`config.mk`:
```
export PLATFORM = sky130hd
export DESIGN_NAME = nes_pad_reader
export DESIGN_NICKNAME = d
export VERILOG_FILES = /design/src/rtl/nes_pad_reader.sv
export SDC_FILE = /design/constraint.sdc
export NUM_CORES = 1
export LEC_CHECK = 0
export CAP_MARGIN = 0
export CORE_UTILIZATION = 48
export DETAILED_ROUTE_END_ITERATION = 7
export GPL_ROUTABILITY_DRIVEN = 0
export HOLD_SLACK_MARGIN = 0.12
export PLACE_DENSITY = 0.69
export SLEW_MARGIN = 10
export SYNTH_ARGS = -nofsm -noshare
export SYNTH_HDL_FRONTEND = slang
export SYNTH_SLANG_ARGS = --single-unit
```
`constraint.sdc`:
```
create_clock -name clk -period 4.57 [get_ports clk]
set_input_delay 0.914 -clock clk [delete_from_list [all_inputs] [get_ports clk]]
set_output_delay 0.914 -clock clk [all_outputs]
set_load 0.02 [all_outputs]
```
`src/rtl/nes_pad_reader.sv`:
```
// rtl/nes_pad_reader.sv - NES pad poller producing a parallel button word; NES_TWO_PAD_EN adds pad 2
module nes_pad_reader #(
  parameter int LATCH_CYC = 600,
  parameter int HALF_CYC  = 300,
  parameter int POLL_CYC  = 833333
) (
  input  logic        clk,
  input  logic        reset,
  input  logic        nes_data,
`ifdef NES_TWO_PAD_EN
  input  logic        nes_data2,
`endif
  output logic        nes_latch,
  output logic        nes_clk,
  output logic [15:0] buttons,
  output logic        frame_valid
);

  localparam int PW   = $clog2(POLL_CYC);
  localparam int CMAX = (LATCH_CYC > HALF_CYC) ? LATCH_CYC : HALF_CYC;
  localparam int CW   = $clog2(CMAX);

  typedef enum logic [2:0] {S_IDLE, S_LATCH, S_GAP, S_HI, S_LO, S_DONE} state_t;

  state_t        state, state_nxt;
  logic [PW-1:0] poll_cnt;
  logic [CW-1:0] cyc_cnt;
  logic [2:0]    bit_cnt;
  logic          sample;
  logic          poll_tick;
  logic          last_latch;
  logic          last_half;
  logic [1:0]    sync1;
  logic [7:0]    shreg1;
  logic [7:0]    pad2_word;

  assign poll_tick  = (poll_cnt == PW'(POLL_CYC - 1));
  assign last_latch = (cyc_cnt == CW'(LATCH_CYC - 1));
  assign last_half  = (cyc_cnt == CW'(HALF_CYC - 1));

  // Free-running poll interval counter; its wrap is the frame trigger.
  always_ff @(posedge clk or negedge reset) begin
    if (!reset)         poll_cnt <= '0;
    else if (poll_tick) poll_cnt <= '0;
    else                poll_cnt <= poll_cnt + PW'(1);
  end

  // State register plus the per-phase cycle counter and sample counter.
  always_ff @(posedge clk or negedge reset) begin
    if (!reset) begin
      state   <= S_IDLE;
      cyc_cnt <= '0;
      bit_cnt <= '0;
    end else begin
      state <= state_nxt;
      if (state_nxt != state || state == S_IDLE) cyc_cnt <= '0;
      else                                       cyc_cnt <= cyc_cnt + CW'(1);
      if (state == S_IDLE) bit_cnt <= '0;
      else if (sample)     bit_cnt <= bit_cnt + 3'd1;
    end
  end

  // Next-state and pad strobes; each phase ends on its last counted cycle.
  always_comb begin
    state_nxt   = state;
    nes_latch   = 1'b0;
    nes_clk     = 1'b0;
    frame_valid = 1'b0;
    sample      = 1'b0;
    case (state)
      S_IDLE:  if (poll_tick) state_nxt = S_LATCH;
      S_LATCH: begin
        nes_latch = 1'b1;
        if (last_latch) state_nxt = S_GAP;
      end
      S_GAP: if (last_half) begin
        sample    = 1'b1;
        state_nxt = S_HI;
      end
      S_HI: begin
        nes_clk = 1'b1;
        if (last_half) state_nxt = S_LO;
      end
      S_LO: if (last_half) begin
        sample    = 1'b1;
        state_nxt = (bit_cnt == 3'd7) ? S_DONE : S_HI;
      end
      S_DONE: begin
        frame_valid = 1'b1;
        state_nxt   = S_IDLE;
      end
      default: state_nxt = S_IDLE;
    endcase
  end

  // Pad 1 synchronizer and shift register; first sample ends up in bit 0.
  always_ff @(posedge clk or negedge reset) begin
    if (!reset) begin
      sync1  <= 2'b11;
      shreg1 <= '0;
    end else begin
      sync1 <= {sync1[0], nes_data};
      if (sample) shreg1 <= {~sync1[1], shreg1[7:1]};
    end
  end

`ifdef NES_TWO_PAD_EN
  logic [1:0] sync2;
  logic [7:0] shreg2;

  // Pad 2 path, sampled on exactly the same cycles as pad 1.
  always_ff @(posedge clk or negedge reset) begin
    if (!reset) begin
      sync2  <= 2'b11;
      shreg2 <= '0;
    end else begin
      sync2 <= {sync2[0], nes_data2};
      if (sample) shreg2 <= {~sync2[1], shreg2[7:1]};
    end
  end

  assign pad2_word = shreg2;
`else
  assign pad2_word = 8'h00;
`endif

  // Publish both pads together only once the whole frame has been shifted in.
  always_ff @(posedge clk or negedge reset) begin
    if (!reset)               buttons <= '0;
    else if (state == S_DONE) buttons <= {pad2_word, shreg1};
  end

endmodule
```
Word level (Yosys, flattened, before mapping)
Cells that the tools add are included.
{"block": "word_totals", "reg_bits": 54, "inputBits": 3, "output_inout_bits": 19, "wordCells": 41}
{"block": "classes", "addsub": 3, "n_eq_ne": 10, "mux": 16, "bitwise_logic": 1, "n_reduce_logical": 4}
{"op": "$mux 3", "count": 8}
{"op": "$add 20x1->20 const B", "count": 1}
{"op": "$eq 20x20->1 const B", "count": 1}
{"op": "$mux 20", "count": 1}
{"op": "$pmux 3 s5", "count": 1}
{"op": "$add 10x1->10 const B", "count": 1}
{"op": "$eq 10x10->1 const B", "count": 1}
{"op": "$eq 10x9->1 const B", "count": 1}
{"op": "$mux 10", "count": 1}
{"op": "$eq 3x3->1 const B", "count": 3}
{"op": "$eq 3x2->1 const B", "count": 2}
{"op": "$mux 1", "count": 5}
{"op": "$add 3x1->3 const B", "count": 1}
{"op": "$eq 3x1->1 const B", "count": 1}
{"op": "$logic_not 3->1", "count": 1}
{"op": "$ne 3x3->1", "count": 1}
{"op": "$reduce_bool 2->1", "count": 1}
{"op": "$reduce_or 2->1", "count": 1}
{"op": "$logic_or 1x1->1", "count": 1}
{"op": "$not 1->1", "count": 1}

Depth between registers and ports, before layout
Gate-level depths: netlist of the first run.
{"block": "logic_depth", "ltp_word": 7, "mapped_depth": 8, "mapped_depth_nobuf": 7}

Worst setup path before layout of the first run
Ideal clock, no wire load.
{"block": "synth_path", "kind": "reg-to-output", "start": "reg state[1]", "end": "out frame_valid", "arrival_ns": 1.116, "required_ns": 3.656, "path_slack_ns": 2.540, "stages_incl_launch_ff": 5, "n_path_buf": 1, "path_cell_list": "dfrtp_1 buf_4 and2b_1 nand2_1 inv_1"}
{"block": "synth_via", "elab_chain_cells": 2}
{"item": "from (decl)", "line_no": "25", "source": "state_t state, state_nxt;"}
{"item": "from (signal assigned)", "line_no": "55", "source": "state <= state_nxt;"}
{"item": "$eq 3x3->1", "line_no": "70", "source": "case (state)"}
{"item": "$mux 1", "line_no": "70"}
{"item": "to (decl)", "line_no": "16", "source": "output logic frame_valid"}
Every way passes these cells.

Worst setup path after layout of the first run
Same ends and word-level chain as after synthesis.

==> results of run 1 <==
==> how the worst max path moves through the flow <==
| stage | start | slack [ps] | cells after the start | endpoint |
|---|---|---|---|---|
| global route | state[1] | 1470 | 4 | frame_valid |
| floorplan | state[1] | 2540 | 4 | frame_valid |
| global placement | state[1] | 1980 | 4 | frame_valid |
| detailed placement | state[1] | 1960 | 4 | frame_valid |
| finish | state[1] | 1620 | 4 | frame_valid |
| CTS | state[1] | 1600 | 4 | frame_valid |
==> cells by family after synthesis <==
logic type	after synthesis	synth area share, %
flops	54	50.77
xor+xnor	24	7.884
compound gates	15	4.083
simple gates	136	26.75
fa+ha+maj	5	2.346
buf+inv	20	4.270
mux	9	3.754
other cells	1	0.1406
==> report_power, final <==
group	internal, mW	switching [mW]	leakage, nW
Clock	0.164	0.149	0.0514
Sequential	0.479	0.000179	0.733
Combinational	0.00159	0.0147	0.622
Total	0.644	0.164	1.41
==> through the flow <==
stage	instance area (µm²)	util (%)
4_1_cts	2935	56.04
3_5_place_dp	2825	53.94
2_1_floorplan	2693	-
6_report	2935	56.04
3_3_place_gp	2825	53.94
5_1_grt	2935	56.04
==> layout make-up <==
type                    count  area share, %
clock buffers               6          2.472
clock inverters             2          1.279
inverters                   5         0.6394
multi-input cells         197          41.73
flip-flops and latches     54          46.12
well taps                  70          2.984
repair buffers             15          4.774
==> cell usage in the layout (no fill, tap or decap), types with 6 or more instances in the layout <==
| cell | n |
|---|---|
| and3_1 | 6 |
| clkdlybuf4s50_1 | 12 |
| conb_1 | 8 |
| dfrtp_1 | 52 |
| mux2_2 | 8 |
| nand2_1 | 44 |
| nand3_1 | 13 |
| nand4_1 | 6 |
| nor2_1 | 30 |
| xnor2_1 | 15 |
| xor2_1 | 9 |
==> layer usage <==
layer,wire length [µm],GRT usage (%),share of wire (%),vias to the layer above
met5,0,0,0,-
met4,40,4.615,0.92,0
met3,88,4.311,2.0,4
met2,2126,26.67,49,19
met1,2072,22.05,48,846
li1,-,-,-,900
==> state kept, by name (all words and copies together) (netlist names) <==
| register | cells |
|---|---|
| buttons | 8 |
| sync1 | 2 |
| state | 3 |
| shreg1 | 8 |
| cyc_cnt | 10 |
| bit_cnt | 3 |
| poll_cnt | 20 |
==> results.yml, run 1 <==
hold_path:
  hp-class: "flop to flop"
  hold_depth: 0
  min_from: "sync1[0]"
  hold_path_end: "sync1[1]"
logic_synthesis:
  yosys.area.top_type_share_pct: 48.80
  synth.most_common_cell: "dfrtp_1"
  synth.cell_area_um2: 2666
  synth_common_cells: "52 x dfrtp_1, 44 x nand2_1, 30 x nor2_1"
  ys_seq_elements: 54
  synthArstFlopShare_pct: 100.0
  synth_area_per_cell_um2: 10.10
  yosys.area.top_type: "dfrtp_1"
  synthDistinctLibCells: 46
  synth.area.top_cells: "dfrtp_1 49%, nand2_1 6.2%, xnor2_1 4.9%"
  synth-edff-count: 0
  ys_warn_count: 0
  synth-seq-area-share_pct: 50.77
  synthCells: 264
  synth_flop_cell: "dfrtp_1"
cells_and_area:
  num-fill-cells: 466
  diodes: 0
  area_delta_synth_final_pct: 10.09
  regArea_um2: 1354
  drive_above_1_share_pct: 9.677
  multiInputGateArea_um2: 1225
  finalNonFillerCells: 349
  final_nets: 286
die:
  fp.dieW_um: 76.53
  coreArea_um2: 5238
  die_area_um2: 5857
  ioPinCount: 22
  die_h_um: 76.53
  start_util_pct: 50.91
  num_rows: 26
timing:
  slew_headroom_pct: 45.91
  hold_violations: 0
  layout_setup_ws_ps: 1623
  worstMarginPinSlew_ps: 804.0
  setup_violations: 0
  clock_skew_ps: 10.18
  fin_hold_ws_ps: 360.6
  rsz0062_at_grt: "false"
  fmax_ghz: 0.3393
  min_period_ps: 2947
  finalMaxSlewViolations: 0
  finalSetupTns_ps: 0
  period_share_pct: 64.48
global_route:
  grt_pass1_wl_um: 7762
  antenna_found_initial: 0
  overflow: 0
  grtUsageTotal_pct: 16.55
  grt_pass1_vias: 1688
  grt_max_degree: 55
critical_path:
  crit_chain: "and2b_1 -> nand2_1 -> inv_1 -> clkdlybuf4s50_1"
  cp-end-kind: "output port"
  r2r_slack_ps: 2460
  crit_type: "flop to output port"
  critPathMaxStageDelay_ps: 600
  crit_fanout: 10
  startpoint_type: "flop"
  cp_slowest_cell: "clkdlybuf4s50_1"
  rr_worst_depth: 7
  cp_num_buf_inv: 2
  r2r_end: "shreg1[3]"
  path_delay_family: "buffers and inverters"
  r2r-start: "cyc_cnt[0]"
  arrival_ps: 2030
  crit_required_ps: 3660
routing:
  vias: 1769
  drtAntennaViolNets: 0
  drcViolationCount: 0
  drt_iter0_drc: 135
  viasPerCell: 5.069
  finalWirelength_um: 4327
  dr.pass1.iters: 5
  wl_per_cell_um: 12.40
placement:
  placed_cells: 341
  dp_slack_ps: 1958
  post-dp-hpwl_um: 3143
  port_buffers: 13
cts:
  hold_buffers: 0
  cts_buffer_depth: 2
  clock_tree.root_cell: "clkbuf_8"
  cts_num_sinks: 54
  clk_pin_slew_ps: 100
  cts_setup_buffers: 0
  cts_made_buffers: 5
  clk_latency_ps: 300
  cts_tree: "yes"
  cts_htree_levels: 2
  cts_resized: 0
power_and_ir_drop:
  ir_drop_uv: 171.1
  power_density_nw_per_um2: 275.2
  p_total_mw: 0.8077
  p_leak_nw: 1.407
run:
  maxCapViolations: 0
status:
  status: "finished clean"
Power figures use the tool's default switching activity.
==> run 2: changes to the inputs <==
--- a/config.mk
+++ b/config.mk
@@ -10,7 +10,7 @@
 export DETAILED_ROUTE_END_ITERATION = 7
 export GPL_ROUTABILITY_DRIVEN = 0
 export HOLD_SLACK_MARGIN = 0.12
-export PLACE_DENSITY = 0.69
+export PLACE_DENSITY = 0.72
 export SLEW_MARGIN = 10
 export SYNTH_ARGS = -nofsm -noshare
 export SYNTH_HDL_FRONTEND = slang
==> constraint.sdc (replaced) <==
create_clock -name clk -period 2.4 [get_ports clk]
set_input_delay 0.48 -clock clk [delete_from_list [all_inputs] [get_ports clk]]
set_output_delay 0.48 -clock clk [all_outputs]
set_load 0.02 [all_outputs]
==> results.yml, run 2 (same netlist as run 1, synthesis figures left out) <==
global_route:
  grtUsageTotal_pct: 17.52
  grt_max_degree: 33
  grt_pass1_vias: 1848
  grt_pass1_wl_um: 8155
  antenna_found_initial: 0
  overflow: 0
cells_and_area:
  final_cell_mix: "51 x dfrtp_1, 44 x nand2_1, 30 x nor2_1"
  final_common_cell: "dfrtp_1"
  regArea_um2: 1355
  area_delta_synth_final_pct: 11.12
  largestRegisters: "poll_cnt x20, cyc_cnt x10"
  drive_above_1_share_pct: 11.62
  diodes: 0
  final_util_pct: 56.57
  multiInputGateArea_um2: 1225
  final_nets: 291
  num-fill-cells: 453
  regMostFlops: "poll_cnt"
  largest_register_ffs: 20
timing:
  clock_skew_ps: 3.775
  rsz0062_at_grt: "false"
  finalMaxSlewViolations: 0
  min_period_ps: 2305
  layout_setup_ws_ps: 95.47
  hold_violations: 0
  slew_headroom_pct: 63.56
  finalSetupTns_ps: 0
  worstMarginPinSlew_ps: 546.5
  fmax_ghz: 0.4339
  setup_violations: 0
  period_share_pct: 96.02
routing:
  viasPerCell: 5.093
  finalWirelength_um: 4470
  vias: 1803
  drt_iter0_drc: 100
  drtAntennaViolNets: 0
  dr.pass1.iters: 4
  wl_per_cell_um: 12.63
  drcViolationCount: 0
placement:
  port_buffers: 13
  dp_slack_ps: 391.5
  post-dp-hpwl_um: 3210
power_and_ir_drop:
  p_seq_share_pct: 62.8
  pwr-share-clk_pct: 34.9
  ir_drop_uv: 393.8
  combPwrFrac_pct: 2.3
  p_leak_nw: 1.428
  p_sw_mw: 0.3274
  p_sw_share_pct: 22.52
  power_density_nw_per_um2: 490.5
  internal_power_mw: 1.126
die:
  die_h_um: 76.53
  fp.dieW_um: 76.53
  start_util_pct: 50.91
  ioPinCount: 22
  die_area_um2: 5857
  num_rows: 26
  coreArea_um2: 5238
cts:
  clk_pin_slew_ps: 100
  clock_tree.root_cell: "clkbuf_8"
  cts_buffer_depth: 2
  cts_htree_levels: 2
  cts_tree: "yes"
  clk_latency_ps: 310
  cts_made_buffers: 5
  cts_num_sinks: 54
  cts_setup_buffers: 0
critical_path:
  r2r_end: "cyc_cnt[6]"
  r2r_slack_ps: 360
  crit_type: "flop to output port"
  startpoint_type: "flop"
  r2r-start: "poll_cnt[6]"
  crit_fanout: 10
  arrival_ps: 1820
  rr_worst_depth: 5
  cp-end-kind: "output port"
  crit_required_ps: 1920
status:
  status: "finished clean"
run:
  maxCapViolations: 0
hold_path:
  hp-class: "primary input to async pin"
==> run 2: per-stage QoR <==
stage / power, mW / instances / area (µm²) / hold WS (ps)
after floorplan: 0.9514 / 271 / 2693 / 184.4
after global placement: 0.9658 / 346 / 2875 / 346.2
after detailed placement: 0.9658 / 346 / 2875 / 348.8
after CTS: 1.480 / 354 / 2962 / 151.2
after global routing: 1.510 / 354 / 2963 / 184.0
final: 1.453 / 354 / 2963 / 147.0
==> run 2: worst max path at each step <==
stage,from,cells past startpoint,slack [ps],endpoint
6_report,state[1],4,100,frame_valid
5_1_grt,state[1],4,7,frame_valid
4_1_cts,state[1],3,30,nes_clk
3_5_place_dp,poll_cnt[6],5,390,cyc_cnt[6]
3_3_place_gp,state[1],4,420,frame_valid
2_1_floorplan,state[1],5,540,state[0]
==> run 2: routing by layer <==
metal  wire length (µm)  up-vias  part of all wire (%)  GRT usage, %
met5                  0        -                     0             0
met4                 90        0                   2.0         8.654
met3                 95        8                   2.1         3.713
met2               2104       19                    47         27.84
met1               2179      861                    49         22.71
li1                   -      915                     -             -
==> run 2: power by group through the flow <==
stage / combinational [mW] / clock, mW / sequential [mW]
floorplan: 0.0208 / 0 / 0.931
global placement: 0.0356 / 0 / 0.930
detailed placement: 0.0354 / 0 / 0.930
CTS: 0.0353 / 0.532 / 0.913
global route: 0.0395 / 0.558 / 0.913
finish: 0.0339 / 0.507 / 0.912
==> run 2: critical path, stage by stage (launching register included) <==
cell             delay (ps)
dfrtp_2                 480
and2b_1                 270
nand2_1                  90
inv_1                    80
clkdlybuf4s50_1         600
==> run 2: what timing repair did <==
item	4_1_cts	5_1_grt
endpoints found under the setup margin	0	2
gates resized for setup	0	1
hold buffers	0	0
==> run 2: cell type report <==
type | count | area share [%]
flip-flops and latches | 54 | 45.73
multi-input cells | 197 | 41.34
repair buffers | 20 | 6.419
well taps | 70 | 2.956
clock buffers | 6 | 2.449
inverters | 5 | 0.6334
clock inverters | 2 | 0.4645
==> run 3: changes to the inputs <==
--- a/config.mk
+++ b/config.mk
@@ -10,6 +10,7 @@
 export DETAILED_ROUTE_END_ITERATION = 7
 export GPL_ROUTABILITY_DRIVEN = 0
 export HOLD_SLACK_MARGIN = 0.12
+export MAX_ROUTING_LAYER = met4
 export PLACE_DENSITY = 0.72
 export SLEW_MARGIN = 10
 export SYNTH_ARGS = -nofsm -noshare
==> results.yml, run 3 (same netlist as run 1, synthesis figures left out) <==
status:
  status: "finished clean"
critical_path:
  r2r_slack_ps: 360
  crit_fanout: 10
  crit_required_ps: 1920
  cp_slowest_cell: "clkdlybuf4s50_1"
  cp-endpoint: "frame_valid"
  crit_type: "flop to output port"
  cp-end-kind: "output port"
  arrival_ps: 1820
  crit_start: "state[1]"
  critPathMaxStageDelay_ps: 600
  rr_worst_depth: 5
  r2r_end: "cyc_cnt[6]"
  crit_chain: "and2b_1 -> nand2_1 -> inv_1 -> clkdlybuf4s50_1"
  r2r-start: "poll_cnt[6]"
  startpoint_type: "flop"
routing:
  drcViolationCount: 0
  dr.pass1.iters: 4
  viasPerCell: 5.090
  wl_per_cell_um: 12.61
  vias: 1802
  drtAntennaViolNets: 0
  drt_iter0_drc: 105
  finalWirelength_um: 4464
global_route:
  grt_pass1_vias: 1843
  grt_pass1_wl_um: 8148
  antenna_found_initial: 0
  overflow: 0
  grtUsageTotal_pct: 18.04
  grt_max_degree: 33
die:
  die_area_um2: 5857
  num_rows: 26
  ioPinCount: 22
  start_util_pct: 50.91
  die_h_um: 76.53
  coreArea_um2: 5238
  fp.dieW_um: 76.53
timing:
  hold_violations: 0
  min_period_ps: 2304
  period_share_pct: 96.01
  finalMaxSlewViolations: 0
  fmax_ghz: 0.4340
  rsz0062_at_grt: "false"
  slew_headroom_pct: 63.56
  worstMarginPinSlew_ps: 546.5
  clock_skew_ps: 3.767
  finalSetupTns_ps: 0
  setup_violations: 0
cts:
  clk_pin_slew_ps: 100
  cts_tree: "yes"
  clock_tree.root_cell: "clkbuf_8"
  cts_num_sinks: 54
  cts_buffer_depth: 2
  cts_htree_levels: 2
  clk_latency_ps: 310
  cts_made_buffers: 5
  hold_buffers: 0
cells_and_area:
  final_cell_mix: "51 x dfrtp_1, 44 x nand2_1, 30 x nor2_1"
  diodes: 0
  largestRegisters: "poll_cnt x20, cyc_cnt x10"
  area_delta_synth_final_pct: 11.12
  largest_register_ffs: 20
  num-fill-cells: 453
  regMostFlops: "poll_cnt"
  finalNonFillerCells: 354
  drive_above_1_share_pct: 11.62
  final_common_cell: "dfrtp_1"
  final_nets: 291
power_and_ir_drop:
  pwr-share-clk_pct: 34.9
  internal_power_mw: 1.126
  p_leak_nw: 1.428
  p_sw_share_pct: 22.52
  p_sw_mw: 0.3272
  p_seq_share_pct: 62.8
  combPwrFrac_pct: 2.3
  ir_drop_uv: 393.7
  p_total_mw: 1.453
  power_density_nw_per_um2: 490.5
placement:
  port_buffers: 13
  post-dp-hpwl_um: 3210
  placed_cells: 346
run:
  maxCapViolations: 0
hold_path:
  hp-class: "primary input to async pin"
[run 3: cell counts in the layout (fill, tap and decap cells not counted)]
Identical to the previous run, type by type.
[run 3: power groups by stage]
stage / Clock, mW / Combinational [mW] / Sequential, mW
2_1_floorplan: 0 / 0.0208 / 0.931
3_3_place_gp: 0 / 0.0356 / 0.930
3_5_place_dp: 0 / 0.0354 / 0.930
4_1_cts: 0.532 / 0.0353 / 0.913
5_1_grt: 0.558 / 0.0395 / 0.913
6_report: 0.507 / 0.0339 / 0.912
[run 3: metrics by stage]
step                hold WS [ps]  utilization, %  instance area, µm²  worst slack, ps
floorplan                  184.4               -                2693            543.1
global placement           346.2           54.90                2875            418.0
detailed placement         348.8           54.90                2875            391.5
CTS                        151.2           56.55                2962            34.55
global route               184.1           56.57                2963            6.658
finish                     147.2           56.57                2963            95.71
[run 3: what timing repair did]
action,4_1_cts,5_1_grt
resized for setup,0,1
setup endpoints to repair,0,2
setup buffers,0,0
[run 3: how the worst min path moves through the flow]
| stage | start | endpoint | slack (ps) |
|---|---|---|---|
| 2_1_floorplan | reset | bit_cnt[0] | 180 |
| 3_3_place_gp | sync1[0] | sync1[1] | 350 |
| 3_5_place_dp | sync1[0] | sync1[1] | 350 |
| 4_1_cts | reset | cyc_cnt[8] | 150 |
| 5_1_grt | reset | cyc_cnt[8] | 180 |
| 6_report | reset | poll_cnt[13] | 150 |
[run 3: critical path, delay by kind of cell, from the launching register on]
family / cells / cell delay (ps)
buf+inv: 2 / 680
flops: 1 / 480
simple gates: 2 / 360
[run 3: area by class of cell]
cell class / count / area (µm²) / share of cell area (%)
clock buffers: 6 / 72.57 / 2.449
well taps: 70 / 87.58 / 2.956
inverters: 5 / 18.77 / 0.6334
multi-input cells: 197 / 1225 / 41.34
clock inverters: 2 / 13.76 / 0.4645
repair buffers: 20 / 190.2 / 6.419
flip-flops and latches: 54 / 1355 / 45.73
[run 3: metal layers]
metal,global-route usage [%],part of all wire (%),up-vias
met4,8.654,2.0,0
met2,27.84,47,19
met1,22.71,49,860
met3,3.713,2.1,8
li1,-,-,915
met5,-,0,-
